[src/rtl/memory_arbiter_pkg.sv]
// Shared helpers for the two-master memory arbiter.
package memory_arbiter_pkg;

  // A requester is active while it asks for either a read or a write.
  function automatic logic req_active(input logic rd_en, input logic wr_en);
    return rd_en | wr_en;
  endfunction

endpackage

[src/rtl/memory_arbiter_rr_pick2.sv]
// Combinational 2-way round-robin selector: the requester that did not
// hold the last grant wins a tie.
module rr_pick2 (
  input  logic [1:0] active,
  input  logic       last_grant,
  output logic       grant_valid,
  output logic       grant_idx
);

  // Tie goes to the requester other than last_grant; otherwise the lone one.
  always_comb begin
    grant_valid = |active;
    if (&active) grant_idx = ~last_grant;
    else         grant_idx = active[1];
  end

endmodule

[src/rtl/memory_arbiter.sv]
// Shares one memory port between the core (req0) and a secondary master
// (req1). Grants are registered and held until mem_ack or withdrawal, so a
// multi-cycle memory transaction is never interleaved with the other master.
module memory_arbiter
  import memory_arbiter_pkg::*;
#(
  parameter int ADDR_WIDTH = 32,
  parameter int DATA_WIDTH = 32
) (
  input  logic                    clock,
  input  logic                    reset,
  input  logic                    req0_rd_en,
  input  logic                    req0_wr_en,
  input  logic [DATA_WIDTH/8-1:0] req0_byte_en,
  input  logic [ADDR_WIDTH-1:0]   req0_addr,
  input  logic [DATA_WIDTH-1:0]   req0_wr_data,
  output logic [DATA_WIDTH-1:0]   req0_rd_data,
  output logic                    req0_ack,
  input  logic                    req1_rd_en,
  input  logic                    req1_wr_en,
  input  logic [DATA_WIDTH/8-1:0] req1_byte_en,
  input  logic [ADDR_WIDTH-1:0]   req1_addr,
  input  logic [DATA_WIDTH-1:0]   req1_wr_data,
  output logic [DATA_WIDTH-1:0]   req1_rd_data,
  output logic                    req1_ack,
  output logic                    mem_rd_en,
  output logic                    mem_wr_en,
  output logic [DATA_WIDTH/8-1:0] mem_byte_en,
  output logic [ADDR_WIDTH-1:0]   mem_addr,
  output logic [DATA_WIDTH-1:0]   mem_wr_data,
  input  logic [DATA_WIDTH-1:0]   mem_rd_data,
  input  logic                    mem_ack
);

  localparam int BYTE_NUM = DATA_WIDTH / 8;

  localparam logic [1:0] IDLE   = 2'd0;
  localparam logic [1:0] GRANT0 = 2'd1;
  localparam logic [1:0] GRANT1 = 2'd2;

  logic [1:0] state;
  logic       last_grant;
  logic [1:0] active;
  logic       grant_valid;
  logic       grant_idx;

  assign active[0] = req_active(req0_rd_en, req0_wr_en);
  assign active[1] = req_active(req1_rd_en, req1_wr_en);

  rr_pick2 u_pick (
    .active      (active),
    .last_grant  (last_grant),
    .grant_valid (grant_valid),
    .grant_idx   (grant_idx)
  );

  // Grant FSM: pick in Idle, release on ack or when the owner withdraws.
  // Every release passes through Idle, giving one dead cycle per transaction.
  always_ff @(posedge clock or posedge reset) begin
    if (reset) begin
      state      <= IDLE;
      last_grant <= 1'b1;
    end else begin
      case (state)
        IDLE:
          if (grant_valid) state <= grant_idx ? GRANT1 : GRANT0;
        GRANT0:
          if (mem_ack || !active[0]) begin
            state      <= IDLE;
            last_grant <= 1'b0;
          end
        GRANT1:
          if (mem_ack || !active[1]) begin
            state      <= IDLE;
            last_grant <= 1'b1;
          end
        default: state <= IDLE;
      endcase
    end
  end

  // Route the owner to memory; Idle drives zeros and swallows stray acks.
  // Outputs decode only from state, so async reset silences them at once.
  always_comb begin
    mem_rd_en    = 1'b0;
    mem_wr_en    = 1'b0;
    mem_byte_en  = '0;
    mem_addr     = '0;
    mem_wr_data  = '0;
    req0_ack     = 1'b0;
    req0_rd_data = '0;
    req1_ack     = 1'b0;
    req1_rd_data = '0;
    case (state)
      GRANT0: begin
        mem_rd_en    = req0_rd_en;
        mem_wr_en    = req0_wr_en;
        mem_byte_en  = req0_byte_en;
        mem_addr     = req0_addr;
        mem_wr_data  = req0_wr_data;
        req0_ack     = mem_ack;
        req0_rd_data = mem_rd_data;
      end
      GRANT1: begin
        mem_rd_en    = req1_rd_en;
        mem_wr_en    = req1_wr_en;
        mem_byte_en  = req1_byte_en;
        mem_addr     = req1_addr;
        mem_wr_data  = req1_wr_data;
        req1_ack     = mem_ack;
        req1_rd_data = mem_rd_data;
      end
      default: ;
    endcase
  end

  logic unused_width;
  assign unused_width = (BYTE_NUM == 0);

endmodule
[config.mk]
export PLATFORM = sky130hd
export DESIGN_NAME = memory_arbiter
export DESIGN_NICKNAME = d
export VERILOG_FILES = /design/src/rtl/memory_arbiter_pkg.sv /design/src/rtl/memory_arbiter_rr_pick2.sv /design/src/rtl/memory_arbiter.sv
export SDC_FILE = /design/constraint.sdc
export NUM_CORES = 1
export LEC_CHECK = 0
export CAP_MARGIN = 15
export CORE_AREA = 2 2 121 123
export CTS_CLUSTER_DIAMETER = 80
export DETAILED_ROUTE_END_ITERATION = 8
export DIE_AREA = 0 0 123 125
export SYNTH_ARGS = -nofsm -noshare
export SYNTH_HDL_FRONTEND = slang
export SYNTH_SLANG_ARGS = --single-unit
[constraint.sdc]
create_clock -name clock -period 1.4 [get_ports clock]
set_input_delay 0.21 -clock clock [delete_from_list [all_inputs] [get_ports clock]]
set_output_delay 0.21 -clock clock [all_outputs]
set_load 0.02 [all_outputs]
Yosys cells after proc, flatten, opt, wreduce, memory -nomap -nowiden
Index checks and enable logic that the tools add are counted.
{"block": "op_classes", "eq_ne": 5, "mux": 18, "bitwise": 3, "reduce_logical": 10}
{"cell": "$pmux W32 S2", "n": 2}
{"cell": "$mux W32", "n": 2}
{"cell": "$mux W2", "n": 4}
{"cell": "$pmux W4 S2", "n": 1}
{"cell": "$ne A2 B2 Y1 const B", "n": 3}
{"cell": "$pmux W1 S2", "n": 3}
{"cell": "$pmux W2 S3", "n": 1}
{"cell": "$reduce_and A3 Y1", "n": 2}
{"cell": "$mux W1", "n": 5}
{"cell": "$eq A2 B1 Y1 const B", "n": 1}
{"cell": "$eq A2 B2 Y1 const B", "n": 1}
{"cell": "$logic_not A1 Y1", "n": 2}
{"cell": "$logic_not A2 Y1", "n": 1}
{"cell": "$logic_or A1 B1 Y1", "n": 2}
{"cell": "$or A1 B1 Y1", "n": 2}
{"cell": "$reduce_and A2 Y1", "n": 1}
{"cell": "$reduce_bool A2 Y1", "n": 1}
{"cell": "$reduce_or A2 Y1", "n": 1}
{"cell": "$not A1 Y1", "n": 1}
{"block": "word_totals", "reg_bits": 3, "in_bits": 175, "output_inout_bits": 136, "wordCells": 38}

Longest topological paths before layout
Gate-level depths: netlist of run 1.
{"block": "logic_depth", "word_depth": 6, "depth_mapped": 7}

Cells and area by module
From an unflattened synthesis of run 1, not the netlist that was laid out.
{"block": "hier_totals", "hier_cells": 263, "area_unflattened_um2": 1751.7}
{"mod": "memory_arbiter", "n_inst": 1, "cells_each": 261, "area_each_um2": 1737.9}
{"mod": "rr_pick2", "n_inst": 1, "cells_each": 2, "area_each_um2": 13.8}

Worst setup path before layout of run 1
No wires, ideal clock.
{"block": "synth_timing", "kind": "reg2out", "from": "register state[0]", "to": "output port mem_addr[10]", "arrival_time_ps": 1525, "slack_ps": -335, "path_stages_with_launch": 7, "path_cell_list": "dfrtp_1 -> inv_1 -> ha_1 -> clkbuf_1 -> clkbuf_1 -> a22oi_1 -> nor2b_1"}
{"block": "synth_between", "elab_chain_len": 2, "elab_cells_between_ends": 3, "cone_classes": "2 x eq/ne; 1 x mux"}
{"element": "from (decl)", "line_no": "memory_arbiter.sv:41", "source": "logic [1:0] state;"}
{"element": "from (signal assigned)", "line_no": "memory_arbiter.sv:66", "source": "if (grant_valid) state <= grant_idx ? GRANT1 : GRANT0;"}
{"element": "$eq A2 B2 Y1 / $eq A2 B1 Y1 (equally long branches)", "line_no": "memory_arbiter.sv:94", "source": "case (state)"}
{"element": "$pmux W32 S2 *", "line_no": "memory_arbiter.sv:94"}
{"element": "to (decl)", "line_no": "memory_arbiter.sv:29", "source": "output logic [ADDR_WIDTH-1:0] mem_addr,"}
Every way passes the cells marked *; elsewhere a longest branch is shown, timed or not.

Worst setup path in the final report of run 1
{"block": "layout_timing", "from": "register state[1]", "to": "output port mem_addr[9]"}
Same word-level chain as after synthesis.

==> qor.csv, run 1 <==
stage,metric,value,unit
timing,finalMaxSlewViolations,0,
floorplan,initial_core_util,12.3,%
finish,drive_gt1_share,68.9,%
detailed_routing,routedWlPerCell,18.0,um
timing,hold_violations,0,
logic_synthesis,synth_cell_types,21,
clock_tree,cts_hold_buffers,0,
flow_run,maxCapViolCount,0,
timing,setup_viol_count_final,139,
logic_synthesis,ys.flop_type,dfrtp_1,
timing,worst_slew_margin_rel,83.7,%
grt,gr-total-overflow,0,
critical_path,critPathMaxFanout,7,
clock_tree,cts_buffers,3,
critical_path,crit_arrival,1.65,ns
logic_synthesis,ys_seq_area_share,4.37,%
logic_synthesis,syn_inst,261,
floorplan,core,0.0142,mm2
pwr,p_per_area,2030,mW/mm2
grt,grt_start_max_net_pins,24,
logic_synthesis,synth_common_cells,"70 x a22oi_1, 70 x nor2b_1, 66 x and2_1",
timing,min_period_over_period,133,%
detailed_routing,vias,3376,
finish,fin_area,0.00683,mm2
timing,grt_setup_unrepaired,yes,
timing,setup_slack,-0.456,ns
run_status,status,"complete, but fails checks",
critical_path,start_kind,flip-flop,
clock_tree,clk_pin_slew_worst_paths,0.03,ns
place,place_hpwl,9.61,mm
timing,max_freq,0.539,GHz
finish,syn_to_final_growth,291,%
logic_synthesis,yosysTopAreaCellShare,30.1,%
clock_tree,cts_root_buf,clkbuf_16,
clock_tree,clock_latency,0.23,ns
detailed_routing,vias_per_cell,4.27,
critical_path,cp.required,1.19,ns
detailed_routing,ant_nets,0,
logic_synthesis,synth.largest_area_cell,a22oi_1,
pwr,totalPowerFinal,13.9,mW
pwr,p_seq_share,1.3,%
floorplan,die_h,125,um
pwr,swShare,42.2,%
floorplan,die_area,0.0154,mm2
detailed_routing,route.detailed.drc,0,
detailed_routing,drt_wl_total,14.2,mm
timing,max_slew.worst_pin.slew,0.243,ns
critical_path,worstPathCellList,"buf_6, ha_4, buf_12, buf_16, a22oi_2, nor2b_2, buf_6",
logic_synthesis,synthTopCellsByArea,"a22oi_1 30%, nor2b_1 25%, and2_1 24%, clkbuf_1 4.7%, dfrtp_1 2.9%",
clock_tree,cts_max_level,1,
grt,grtUsageTotal,16.8,%
logic_synthesis,synthArstFlopShare,100,%
run_status,violations,setup timing,
logic_synthesis,syn-num-nets,440,
grt,antenna_found_initial,0,
grt,grt_pass1_wl,20.2,mm
critical_path,crit_type,reg -> out,
logic_synthesis,ys_ff_latch,3,
pwr,p_comb_share,95.3,%
timing,finClkSkew,0.00185,ns
floorplan,pin_count,311,
place,port_buffers,310,
pwr,vdd_drop_max,964,uV
logic_synthesis,yosysWarnings,0,
pwr,clockPowerShare,3.3,%
clock_tree,cts_tree,yes,
place,placed_cells,747,
pwr,p_sw,5.86,mW
pwr,power.leakage,2.72,nW
pwr,p_int,8.02,mW
worst_hold_path,hold_path.class,in -> async,
timing,fin_crit,1.86,ns
logic_synthesis,netlist_area,0.00175,mm2
critical_path,cpPeakStageDelay,0.40,ns
clock_tree,clock_sinks,3,
floorplan,die_w,123,um
critical_path,crit_slowest_cell,dfrtp_1,
floorplan,num_rows,44,
logic_synthesis,syn_avg_cell_area,6.69,um2
grt,grt_pass1_vias,3722,
detailed_routing,firstDrtPassIters,4,
critical_path,worstSetupEndpointType,primary output,
place,place_area,0.00547,mm2
detailed_routing,drt_iter0_markers,47,
clock_tree,cts_max_path_buffers,2,
place,gp_congestion,0.826,
finish,diodes,0,
finish,nNetsFinal,787,
logic_synthesis,synth_enable_flop_cells,0,
critical_path,crit_top_cell,buf_6,
finish,layoutNonFillerInstCount,791,
## sequential cells by signal, indices dropped and copies added (netlist names)
signal and count:
last_grant 1, state 2
## layer usage
| layer | wire length (um) | GRT usage [%] | vias to the layer above | share of wire (%) |
|---|---|---|---|---|
| met5 | 0 | 0 | - | 0 |
| met4 | 318 | 5.61 | 0 | 2.2 |
| met3 | 1040 | 2.97 | 19 | 7.3 |
| met2 | 8060 | 32.8 | 167 | 57 |
| met1 | 4820 | 17.6 | 1590 | 34 |
| li1 | - | - | 1600 | - |
## power groups by stage
stage          logic, mW  clock network [mW]  registers [mW]
5_1_grt             13.9               0.483           0.188
4_1_cts             11.5               0.473           0.180
3_5_place_dp        9.30                   0           0.175
6_report            13.2               0.464           0.183
2_1_floorplan       5.52                   0           0.160
3_3_place_gp        9.18                   0           0.174
## through the flow
| stage | hold WS [ns] | setup WS, ns | utilization [%] | TNS, ns |
|---|---|---|---|---|
| global placement | 0.407 | -0.658 | 38.5 | -78.09 |
| finish | 0.192 | -0.456 | 48.1 | -50.80 |
| floorplan | -0.0371 | -0.0587 | - | -3.43 |
| global route | 0.221 | -0.511 | 48.1 | -58.66 |
| detailed placement | 0.415 | -0.706 | 38.5 | -82.02 |
| CTS | 0.181 | -0.501 | 42.8 | -49.85 |
## cells by family (layout without fill, tap and decap cells)
kind of cell | Yosys count | in the layout | share of synthesized area, %
AND/OR/NAND/NOR | 143 | 143 | 50.5
multiplexers | 3 | 3 | 2.01
flip-flops | 3 | 3 | 4.37
adder cells (fa/ha/maj) | 4 | 4 | 2.87
buffers and inverters | 34 | 380 | 8.02
AO/OA/AOI/OAI | 74 | 74 | 32.2
## final timing paths
kind                            startpoint          end  slack (ns)  cells after the start
worst max-delay path              state[1]  mem_addr[9]       -0.46                      7
worst min-delay path                 reset     state[1]        0.19                      2
worst max register to register    state[1]   last_grant       -0.43                      9
worst min register to register  last_grant   last_grant        0.63                      1
max in group asynchronous            reset   last_grant        0.99                      2
min in group clock              last_grant   last_grant        0.63                      1
## worst max-delay path: cells and delay by family (launching register included)
family | cells | cell delay (ns)
flip-flops | 1 | 0.40
buffers and inverters | 4 | 0.55
adder cells (fa/ha/maj) | 1 | 0.19
AND/OR/NAND/NOR | 1 | 0.07
AO/OA/AOI/OAI | 1 | 0.20
## final cells by class
type / count / area [um2]
fillers: 1303 / 7380
well taps: 184 / 230
clock buffers: 4 / 78.8
repair buffers: 372 / 4080
flip-flops and latches: 3 / 77.6
inverters: 4 / 22.5
multi-input cells: 224 / 2340
## layout by cell type, fill, tap and decap left out, drive strengths merged
cell type | netlist | layout
ha | 4 | 4
nand2b | 1 | 1
nor2b | 70 | 70
and2 | 66 | 66
o32ai | 1 | 1
clkbuf | 22 | 8
dfrtp | 2 | 2
o21a | 1 | 1
dfstp | 1 | 1
mux2 | 1 | 1
nand2 | 1 | 1
buf | 8 | 193
o21ai | 1 | 1
clkinv | 0 | 1
a22oi | 70 | 70
mux2i | 2 | 2
nor2 | 5 | 5
inv | 4 | 3
a31o | 1 | 1
clkdlybuf4s50 | 0 | 174
bufbuf | 0 | 1
## timing repair
action,4_1_cts,5_1_grt
gates cloned,7,5
pin swaps,9,13
setup buffers,22,11
gates resized for setup,773,191
setup endpoints to repair,139,139
Power figures use the tool's default switching activity.
==> run 2: changes to the inputs <==
--- a/config.mk
+++ b/config.mk
@@ -5,7 +5,6 @@
 export SDC_FILE = /design/constraint.sdc
 export NUM_CORES = 1
 export LEC_CHECK = 0
-export CAP_MARGIN = 15
 export CORE_AREA = 2 2 121 123
 export CTS_CLUSTER_DIAMETER = 80
 export DETAILED_ROUTE_END_ITERATION = 8
==> results of run 2 <==
Final layout, timing and power as in run 1 (identical DEF).
